===== src/rtl/pad_poll_sequencer.sv =====
// Polls a PS2-style game pad through the SPI master's byte interface: drives chip
// select, sends the fixed 5-byte command frame and publishes validated button/ID data.
module pad_poll_sequencer #(
    parameter int unsigned c_POLL_PERIOD_CLKS = 833333,
    parameter int unsigned c_CS_SETUP_CLKS    = 8,
    parameter int unsigned c_CS_HOLD_CLKS     = 8,
    parameter int unsigned c_GAP_CLKS         = 16,
    parameter int unsigned c_TIMEOUT_CLKS     = 1024
) (
    input  logic        i_CLK,
    input  logic        i_RESET,
    input  logic        i_ENABLE,
    input  logic        i_POLL_NOW,
    output logic [7:0]  o_TX_BYTE,
    output logic        o_TX_DV,
    input  logic        i_TX_READY,
    input  logic        i_RX_DV,
    input  logic [7:0]  i_RX_DATA,
    output logic        o_SPI_CS_n,
    output logic [15:0] o_BUTTONS,
    output logic [7:0]  o_ID,
    output logic        o_DATA_VALID,
    output logic        o_ERROR,
    output logic        o_BUSY
);

    localparam int unsigned c_MAX_A    = (c_CS_SETUP_CLKS > c_CS_HOLD_CLKS) ? c_CS_SETUP_CLKS : c_CS_HOLD_CLKS;
    localparam int unsigned c_MAX_B    = (c_GAP_CLKS > c_TIMEOUT_CLKS) ? c_GAP_CLKS : c_TIMEOUT_CLKS;
    localparam int unsigned c_WAIT_MAX = (c_MAX_A > c_MAX_B) ? c_MAX_A : c_MAX_B;
    localparam int unsigned c_WAIT_W   = $clog2(c_WAIT_MAX + 1);
    localparam int unsigned c_POLL_W   = $clog2(c_POLL_PERIOD_CLKS + 1);

    // Setup and gap end one cycle early because o_TX_DV is registered out of SEND.
    localparam logic [c_WAIT_W-1:0] c_SETUP_LAST   = c_WAIT_W'(c_CS_SETUP_CLKS - 2);
    localparam logic [c_WAIT_W-1:0] c_GAP_LAST     = c_WAIT_W'(c_GAP_CLKS - 2);
    localparam logic [c_WAIT_W-1:0] c_HOLD_LAST    = c_WAIT_W'(c_CS_HOLD_CLKS - 1);
    localparam logic [c_WAIT_W-1:0] c_TIMEOUT_LAST = c_WAIT_W'(c_TIMEOUT_CLKS - 1);
    localparam logic [c_POLL_W-1:0] c_POLL_LAST    = c_POLL_W'(c_POLL_PERIOD_CLKS - 1);

    typedef enum logic [2:0] {
        ST_IDLE, ST_CS_SETUP, ST_SEND, ST_WAIT_RX, ST_GAP, ST_CS_HOLD, ST_CHECK, ST_ABORT
    } state_t;

    state_t              state_r;
    state_t              state_s;
    logic [c_POLL_W-1:0] poll_cnt_r;
    logic [c_WAIT_W-1:0] wait_cnt_r;
    logic [2:0]          idx_r;
    logic [7:0]          rx_r [0:4];
    logic                start_s;
    logic                tx_fire_s;
    logic                rx_take_s;
    logic                check_ok_s;
    logic                check_bad_s;
    logic                abort_s;
    logic                frame_ok_s;

    function automatic logic [7:0] cmd_byte(input logic [2:0] idx);
        logic [7:0] b;
        case (idx)
            3'd0:    b = 8'h01;
            3'd1:    b = 8'h42;
            default: b = 8'h00;
        endcase
        return b;
    endfunction

    function automatic logic cs_high(input state_t s);
        return (s == ST_IDLE) || (s == ST_CHECK) || (s == ST_ABORT);
    endfunction

    assign frame_ok_s = (rx_r[2] == 8'h5A);

    // Next-state decode and one-cycle control strobes.
    always_comb begin
        state_s     = state_r;
        start_s     = 1'b0;
        tx_fire_s   = 1'b0;
        rx_take_s   = 1'b0;
        check_ok_s  = 1'b0;
        check_bad_s = 1'b0;
        abort_s     = 1'b0;
        case (state_r)
            ST_IDLE: begin
                if (i_POLL_NOW || (i_ENABLE && (poll_cnt_r == c_POLL_LAST))) begin
                    start_s = 1'b1;
                    state_s = ST_CS_SETUP;
                end else begin
                    state_s = ST_IDLE;
                end
            end
            ST_CS_SETUP: begin
                if (wait_cnt_r == c_SETUP_LAST) begin
                    state_s = ST_SEND;
                end else begin
                    state_s = ST_CS_SETUP;
                end
            end
            ST_SEND: begin
                if (i_TX_READY) begin
                    tx_fire_s = 1'b1;
                    state_s   = ST_WAIT_RX;
                end else begin
                    state_s = ST_SEND;
                end
            end
            ST_WAIT_RX: begin
                if (i_RX_DV) begin
                    rx_take_s = 1'b1;
                    if (idx_r == 3'd4) begin
                        state_s = ST_CS_HOLD;
                    end else begin
                        state_s = ST_GAP;
                    end
                end else if (wait_cnt_r == c_TIMEOUT_LAST) begin
                    abort_s = 1'b1;
                    state_s = ST_ABORT;
                end else begin
                    state_s = ST_WAIT_RX;
                end
            end
            ST_GAP: begin
                if (wait_cnt_r == c_GAP_LAST) begin
                    state_s = ST_SEND;
                end else begin
                    state_s = ST_GAP;
                end
            end
            ST_CS_HOLD: begin
                if (wait_cnt_r == c_HOLD_LAST) begin
                    check_ok_s  = frame_ok_s;
                    check_bad_s = ~frame_ok_s;
                    state_s     = ST_CHECK;
                end else begin
                    state_s = ST_CS_HOLD;
                end
            end
            ST_CHECK: state_s = ST_IDLE;
            ST_ABORT: state_s = ST_IDLE;
            default:  state_s = ST_IDLE;
        endcase
    end

    // State register plus the per-state wait counter, cleared on every transition.
    always_ff @(posedge i_CLK or posedge i_RESET) begin
        if (i_RESET) begin
            state_r    <= ST_IDLE;
            wait_cnt_r <= '0;
        end else begin
            state_r <= state_s;
            if (state_s != state_r) begin
                wait_cnt_r <= '0;
            end else begin
                wait_cnt_r <= wait_cnt_r + c_WAIT_W'(1);
            end
        end
    end

    // Poll timer: runs only while idle and enabled.
    always_ff @(posedge i_CLK or posedge i_RESET) begin
        if (i_RESET) begin
            poll_cnt_r <= '0;
        end else if (start_s || !i_ENABLE) begin
            poll_cnt_r <= '0;
        end else if (state_r == ST_IDLE) begin
            poll_cnt_r <= poll_cnt_r + c_POLL_W'(1);
        end else begin
            poll_cnt_r <= poll_cnt_r;
        end
    end

    // Byte index and receive buffer; bytes are only captured while waiting for them.
    always_ff @(posedge i_CLK or posedge i_RESET) begin
        if (i_RESET) begin
            idx_r <= 3'd0;
            for (int i = 0; i < 5; i++) begin
                rx_r[i] <= 8'h00;
            end
        end else if (start_s) begin
            idx_r <= 3'd0;
        end else if (rx_take_s) begin
            rx_r[idx_r] <= i_RX_DATA;
            if (idx_r != 3'd4) begin
                idx_r <= idx_r + 3'd1;
            end
        end
    end

    // Registered outputs, all decoded from the state being entered.
    always_ff @(posedge i_CLK or posedge i_RESET) begin
        if (i_RESET) begin
            o_SPI_CS_n   <= 1'b1;
            o_TX_DV      <= 1'b0;
            o_TX_BYTE    <= 8'h00;
            o_BUTTONS    <= 16'hFFFF;
            o_ID         <= 8'h00;
            o_DATA_VALID <= 1'b0;
            o_ERROR      <= 1'b0;
            o_BUSY       <= 1'b0;
        end else begin
            o_SPI_CS_n   <= cs_high(state_s);
            o_BUSY       <= (state_s != ST_IDLE);
            o_TX_DV      <= tx_fire_s;
            o_DATA_VALID <= check_ok_s;
            o_ERROR      <= check_bad_s | abort_s;
            if (tx_fire_s) begin
                o_TX_BYTE <= cmd_byte(idx_r);
            end
            if (check_ok_s) begin
                o_ID      <= rx_r[1];
                o_BUTTONS <= {rx_r[4], rx_r[3]};
            end
        end
    end

endmodule


===== config.mk =====
export PLATFORM = sky130hd
export DESIGN_NAME = pad_poll_sequencer
export DESIGN_NICKNAME = d
export VERILOG_FILES = /design/src/rtl/pad_poll_sequencer.sv
export SDC_FILE = /design/constraint.sdc
export NUM_CORES = 1
export LEC_CHECK = 0
export CORE_ASPECT_RATIO = 1.5
export CORE_UTILIZATION = 44
export DETAILED_ROUTE_END_ITERATION = 12
export SLEW_MARGIN = 40
export SYNTH_ARGS = -nofsm -noshare
export SYNTH_HDL_FRONTEND = slang
export SYNTH_SLANG_ARGS = --single-unit

===== constraint.sdc =====
create_clock -name i_CLK -period 4.5 [get_ports i_CLK]
set_clock_uncertainty 0.2 [all_clocks]
set_input_delay 0.9 -clock i_CLK [delete_from_list [all_inputs] [get_ports i_CLK]]
set_output_delay 0.9 -clock i_CLK [all_outputs]
set_load 0.1 [all_outputs]

# Word-level counts from Yosys, hierarchy flattened
# Cells that the tools add are included.
# word_totals
reg_bits	114
in_bits	14
# op_classes
n_mux	32
add_sub_neg	3
magnitude_cmp	2
n_reduce_logical	17
n_eq_ne	19
bitwise_logic	4
# op_table
operator	n
$bwmux W40	1
$mux W20	2
$demux W8 S3	1
$eq A11 B3 Y1 const B	2
$eq A3 B3 Y1 const B	7
$pmux W3 S7	1
$add A20 B1 Y20 const B	1
$eq A20 B20 Y1 const B	1
$mux W3	6
$mux W1	16
$pmux W7 S2	1
$add A11 B1 Y11 const B	1
$eq A11 B10 Y1 const B	1
$eq A11 B4 Y1 const B	1
$mux W11	1
$logic_not A3 Y1	3
$eq A8 B7 Y1 const B	1
$mux W8	1
$eq A3 B1 Y1 const B	2
$eq A3 B2 Y1 const B	2
$reduce_bool A2 Y1	3
$ge A4 B4 Y1 const B	1
$logic_or A1 B1 Y1	4
$lt A4 B1 Y1 const B	1
12 further kinds	16

# Depth between registers and ports, before layout
# Gate-level depths: netlist of run 1.
# depth
ltp_word	8
ltp_mapped	8
ltp_nobuf	7

# Worst setup path after synthesis of run 1
# Ideal clock, no wire load.
# synth_path
path_kind	flip-flop to output port
start	register o_TX_BYTE[1] (netlist name)
end	output o_TX_BYTE[6]
t_required_ps	3400
path_stages_with_launch	2
t_arrival_ps	1340
setup_slack_ps	2060
cell_sequence	dfrtp_1 > buf_4
# synth_rtl
item	line	text
end: declaration	14	output logic [7:0] o_TX_BYTE,

# Worst setup path after layout of run 1
# layout_path
start	input i_RX_DV
end	register rx_r[14] (netlist name)
# layout_via
elab_chain_len	3
# layout_lines
item	line	text
start: declaration	17	input logic i_RX_DV,
$mux W1	108	if (i_RX_DV) begin
$mux W1	83	case (state_r)
$reduce_and A2 Y1 (no source line)	n/a	
end signal: indexed assignment	182	rx_r[idx_r] <= i_RX_DATA;
end: declaration	49	logic [7:0] rx_r [0:4];
# Every way passes these cells.
# A chain may end at the register's enable or synchronous reset.

==> run metrics, run 1 <==
EDFF count, synth=0; post-synthesis mux area share=between 10 and 15%; Die Span X=~87 um; GR Overflow Total=0; CTS sink count=100; peak supply drop=0.253 mV; core area=0.0106 mm2; largest family of logic cells by synthesized area=simple AND/OR/NAND/NOR gates; Fillers=around 990; CP cell instances=clkdlybuf4s50_1 > nand4b_2 > or4_1 > mux2_1; R2R Setup Slk=approximately 2200 ps; Post-Place Setup Slack=1390 ps; CTS tree=done; Die Y-Extent=130 um; Cell Area, Synth=about 0.0048 mm2; first-pass GRT wire length=about 15 mm; share of cells above drive strength 1=34.3%; Max-Cap Viols=0; Final Wtd Congestion=approximately 0.77; Skew-Pair Late Insertion Delay=approximately 340 ps; Synth Area in Simple Gates=~18%; WHS=between 200 and 300 ps; vias per cell=5.14; initial antenna violation count=0; hold buffers post-CTS=0; Sequential Power Share=between 40% and 50%; Final ANT Viol Nets=0; CP Launch Type=input pin; DP HPWL=6.27 mm; DR DRC count=0; Ys Warns=0; Synth top area share=43.2%; crit end category=register; Post-synth top cells=dfrtp_1, mux2_2, nand2_1; ys async rst share=100%; via count=approximately 3000; Root Driver=clkbuf_16; dpl cell area=a little over 0.005 mm2; combinational power share=23.2%; I/O Buffers=45; largest net degree at the start of global routing=54; fin crit share=between 60% and 70%; max-slew violations=0; fin area=between 0.005 and 0.006 mm2; Global Route Usage Sum=17.2%; adder-cell share of the synthesized area=roughly 1.8%; cts repair resizes=0; status=complete, no violations; Final WS setup=approximately 1800 ps; Pleak=2.61 nW; Most used DFF post-synth=dfrtp_1; overall power=2.45 mW; CP arrival=roughly 2800 ps; CP Class=in -> reg; Synth Area in XOR/XNOR=roughly 4.7%; worst-case clock buffer depth=2; Initial Util=a little under half; DP Cell Count=565; top cells by area, synth=dfrtp_1, dfstp_2, mux2_2; fmax=about 0.37 GHz; RSZ-0062 raised after global routing=no; DRT iter0 DRCs=82; number of detailed-route iterations in the first pass=4; worst-margin pin slew=640 ps; # diodes=0; Hold Crit Class=reg -> reg; non-filler instance count after layout=just under 600; setup violators final=0; Clk pwr share=around a third; Final #Nets=~450; CTS H-tree lvls=3; Syn Area/Cell=between 10 and 15 um2; Sw Pwr=~830 uW; critical path required time=roughly 4500 ps; cell with the most instances after synthesis=dfrtp_1; cell taking the most area after synthesis=dfrtp_1; worst-path fanout max=8; clock-pin slew on the worst setup and hold paths=about 60 ps; final core occ=between 50% and 60%; number of I/O pins=51; sw frac=about a third; post-synthesis sequential area ratio=52.5%; Syn Inst Count=roughly 390; wire per inst=15.0 um; num rows=46; P per Cell Area=roughly 450 mW/mm2; post-CTS setup buffer count=0; CP max stage delay=670 ps; area grow syn2layout=14.1%; CTS buffer count=9; worst relative slew slack=~57%; shortest period the worst path allows=between 2000 and 3000 ps; Final Hold Fails=0; die area=between 0.01 and 0.015 mm2; final WL=8.73 mm; #FFs+latches synth=100; Internal=1.62 mW; synth unique cells=57; Synth Area in Compound Gates=~3.6%; critical path's slowest cell=or4_1; setup tns final=0 ps; vias in the first global route=2989
==> cell families (layout without fill, tap and decap cells) <==
group                      Yosys count  count (layout)
adders and majority gates            7               7
muxes                               57              57
AOI/OAI and AO/OA                   25              25
xor gates and xnor gates            26              26
and+or+nand+nor                    136             136
other                                1               5
DFF                                100             100
buffers and inverters               36              81
==> cells in the final DEF (no fill, tap or decap), types with 2 or more instances in the layout <==
cell,netlist,layout
mux2_2,36,36
o21ai_0,6,6
and4b_1,3,3
nor3_1,8,8
a21oi_1,8,8
nor3b_1,2,2
xor2_1,16,16
a31oi_1,3,3
and2_1,2,2
buf_4,7,2
nand2b_1,4,4
nand4b_1,2,2
ha_1,7,7
nor2_1,18,18
nor2_2,11,11
nor2b_1,4,4
inv_1,18,17
nand3_1,17,17
buf_2,2,32
nand4_1,12,12
and3_1,6,6
and4_1,3,3
conb_1,1,5
nor4_4,4,4
xnor2_1,10,10
dfrtp_1,83,83
nand2_4,2,2
nand3b_1,3,3
clkdlybuf4s50_1,0,13
nor4_1,3,3
nand2_1,20,20
dfstp_2,17,17
clkinv_2,0,3
clkbuf_16,0,9
mux2_4,19,19
==> worst max-delay path, delay by kind of cell <==
| kind | cells | cell delay [ps] |
|---|---|---|
| and+or+nand+nor | 2 | 890 |
| buffers and inverters | 1 | 570 |
| muxes | 1 | 370 |
==> sequential cells by signal, summed over array words and instances (netlist names) <==
name          count
state_r           3
o_ID              8
o_ERROR           1
poll_cnt_r       20
o_TX_DV           1
o_BUTTONS        16
idx_r             3
rx_r             32
wait_cnt_r       11
o_BUSY            1
o_DATA_VALID      1
o_TX_BYTE         2
o_SPI_CS_n        1
==> worst paths after layout <==
kind                                 start    endpoint  cells past startpoint
worst max-delay path               i_RX_DV    rx_r[14]                      4
worst min-delay path              rx_r[23]    rx_r[23]                      1
worst max register to register  state_r[1]    rx_r[14]                      3
worst min register to register    rx_r[23]    rx_r[23]                      1
max in group asynchronous          i_RESET  o_SPI_CS_n                      3
min in group asynchronous          i_RESET    rx_r[14]                      2
==> power by group through the flow <==
stage               Clock [mW]  Combinational (mW)  Sequential (mW)
floorplan                    0               0.408             1.18
global route             0.841               0.626             1.13
global placement             0               0.586             1.12
CTS                      0.802               0.578             1.11
detailed placement           0               0.576             1.13
finish                   0.775               0.568             1.11
==> routing by layer <==
metal	vias up	track usage, %	routed length [um]	part of all wire (%)
li1	1443	-	-	-
met1	1490	20.9	3730	43
met2	47	29.6	4590	53
met3	7	3.98	283	3.2
met4	0	6.27	119	1.4
met5	-	0	0	0
==> area by class of cell <==
type                            instances  area (um2)  share of cell area [%]
Clock buffer                           10         239                    4.35
Clock inverter                          6        62.6                    1.14
Inverter                               18        70.1                    1.28
Multi-Input combinational cell        256        2110                    38.4
Sequential cell                       100        2520                    46.0
Tap cell                              144         180                    3.28
Timing Repair Buffer                   47         305                    5.56
Power figures use the tool's default switching activity.
==> inputs of run 2 (changes only) <==
- PLACE_DENSITY: default -> 0.67
- clock period: 4.5 -> 2.2 ns (I/O delays scaled with it)
==> run 2 against run 1 <==
Against the previous run: final cell count is 5.9% higher; routed wire length is 6.3% higher; register-to-register slack worse by 2000 ps; via count is 6.2% higher; clock power is 85% higher; first-iteration DRC count is 60% higher; die area stayed put; critical endpoint is now poll_cnt_r[17]; largest cell class unchanged; largest power group unchanged.
==> run metrics, run 2 (synthesis results as in run 1) <==
Pleak=2.82 nW; P per Cell Area=~840 mW/mm2; clock-pin slew on the worst setup and hold paths=60 ps; number of detailed-route iterations in the first pass=6; met3 Use GR=under 10%; WHS=~300 ps; Die Y-Extent=130 um; wire per inst=between 15 and 20 um; overall power=roughly 5 mW; non-filler instance count after layout=around 600; Reg-to-Reg Start=poll_cnt_r[6]; Reg area=between 0.002 and 0.003 mm2; CTS tree=done; max-slew violations=0; setup violators final=0; critical path required time=2230 ps; largest net degree at the start of global routing=56; most common cell after layout, fill and taps aside=dfrtp_1; DR DRC count=0; die area=~0.011 mm2; Hold Crit Class=reg -> reg; M1 GR Usage=about a fifth; worst-case clock buffer depth=2; # diodes=0; DP Cell Count=around 600; worst setup path startpoint=poll_cnt_r[6]; GR Overflow Total=0; peak supply drop=roughly 0.45 mV; Skew-Pair Late Insertion Delay=340 ps; via count=~3200; num rows=46; largest register by flop count=rx_r; DP HPWL=a little under 7 mm; first-pass GRT wire length=~16 mm; Final #Nets=between 400 and 500; core area=about 0.011 mm2; CTS sink count=100; Initial Util=a little under half; worst-path fanout max=17; vias in the first global route=around 3300; R2R Setup Slk=around 110 ps; RSZ-0062 raised after global routing=no; number of I/O pins=51; final WL=slightly above 9 mm; most frequent cells in the layout=dfrtp_1, buf_4, mux2_2, nand2_1, buf_12; Final Wtd Congestion=between 0.8 and 0.9; shortest period the worst path allows=2090 ps; Top Registers=rx_r x32, poll_cnt_r x20, o_BUTTONS x16; multi-input logic area=0.00213 mm2; I/O Buffers=between 40 and 50; Final Hold Fails=0; final core occ=between 50% and 60%; CP arrival=between 2000 and 2500 ps; DRT iter0 DRCs=about 130; Fillers=903; Die Span X=87.4 um; CTS H-tree lvls=3; Max-Cap Viols=0; Root Driver=clkbuf_16; vias per cell=around 5.2; fmax=~0.48 GHz; max FFs per register=32; CTS buffer count=9; fin crit share=a little over nine tenths; CP Launch Type=register; Hold Path Origin=rx_r[4]; area grow syn2layout=26.1%; GRT busiest layer=met2; initial antenna violation count=0; Global Route Usage Sum=about 18%; Final ANT Viol Nets=0; share of cells above drive strength 1=between 30% and 40%; CP Class=reg -> reg; status=complete, no violations; met2 Use GR=roughly a third; setup tns final=0 ps; crit end category=register
## run 2: area by class of cell
type                            count  share of cell area [%]
Sequential cell                   100                    41.6
Multi-Input combinational cell    256                    35.1
Timing Repair Buffer               81                    14.7
Clock buffer                        9                    3.71
Tap cell                          144                    2.97
Inverter                           18                    1.18
Clock inverter                      7                   0.701
## run 2: what timing repair did
item	4_1_cts	5_1_grt
resized for setup	0	4
buffers inserted	0	0
hold buffers	0	0
hold endpoints to repair	0	0
endpoints found under the setup margin	0	27
## run 2: worst paths after layout
path | to | cells past startpoint
setup / recovery | poll_cnt_r[17] | 5
hold / removal | rx_r[4] | 1
setup reg to reg | poll_cnt_r[17] | 5
hold reg to reg | rx_r[4] | 1
max in group asynchronous | o_SPI_CS_n | 3
min in group asynchronous | rx_r[6] | 3
## run 2: metal layers
layer | part of all wire [%] | vias to the layer above
met3 | 2.9 | 14
met5 | 0 | -
li1 | - | 1508
met1 | 41 | 1595
met2 | 54 | 54
met4 | 2.3 | 0
## run 2: worst max-delay path, stage by stage, from the launching register on
cell and delay, ps:
dfrtp_1 430, or4b_4 560, nor4_4 300, a31oi_4 210, nand2_8 200, nor2_1 70
## run 2: metrics by stage
step | worst slack (ps) | instance area, um2
after CTS | 49.0 | 6040
final | 112 | 6070
after floorplan | 183 | 4830
after global routing | 3.00 | 6070
after global placement | -147 | 5770
after detailed placement | -171 | 5770
## run 2: power breakdown
group          total, mW  switching (mW)  leakage, nW  internal (mW)
clock               1.43           0.665        0.139          0.762
sequential          2.24           0.207         1.32           2.03
combinational       1.45           0.895         1.37          0.552
total               5.11            1.77         2.82           3.34
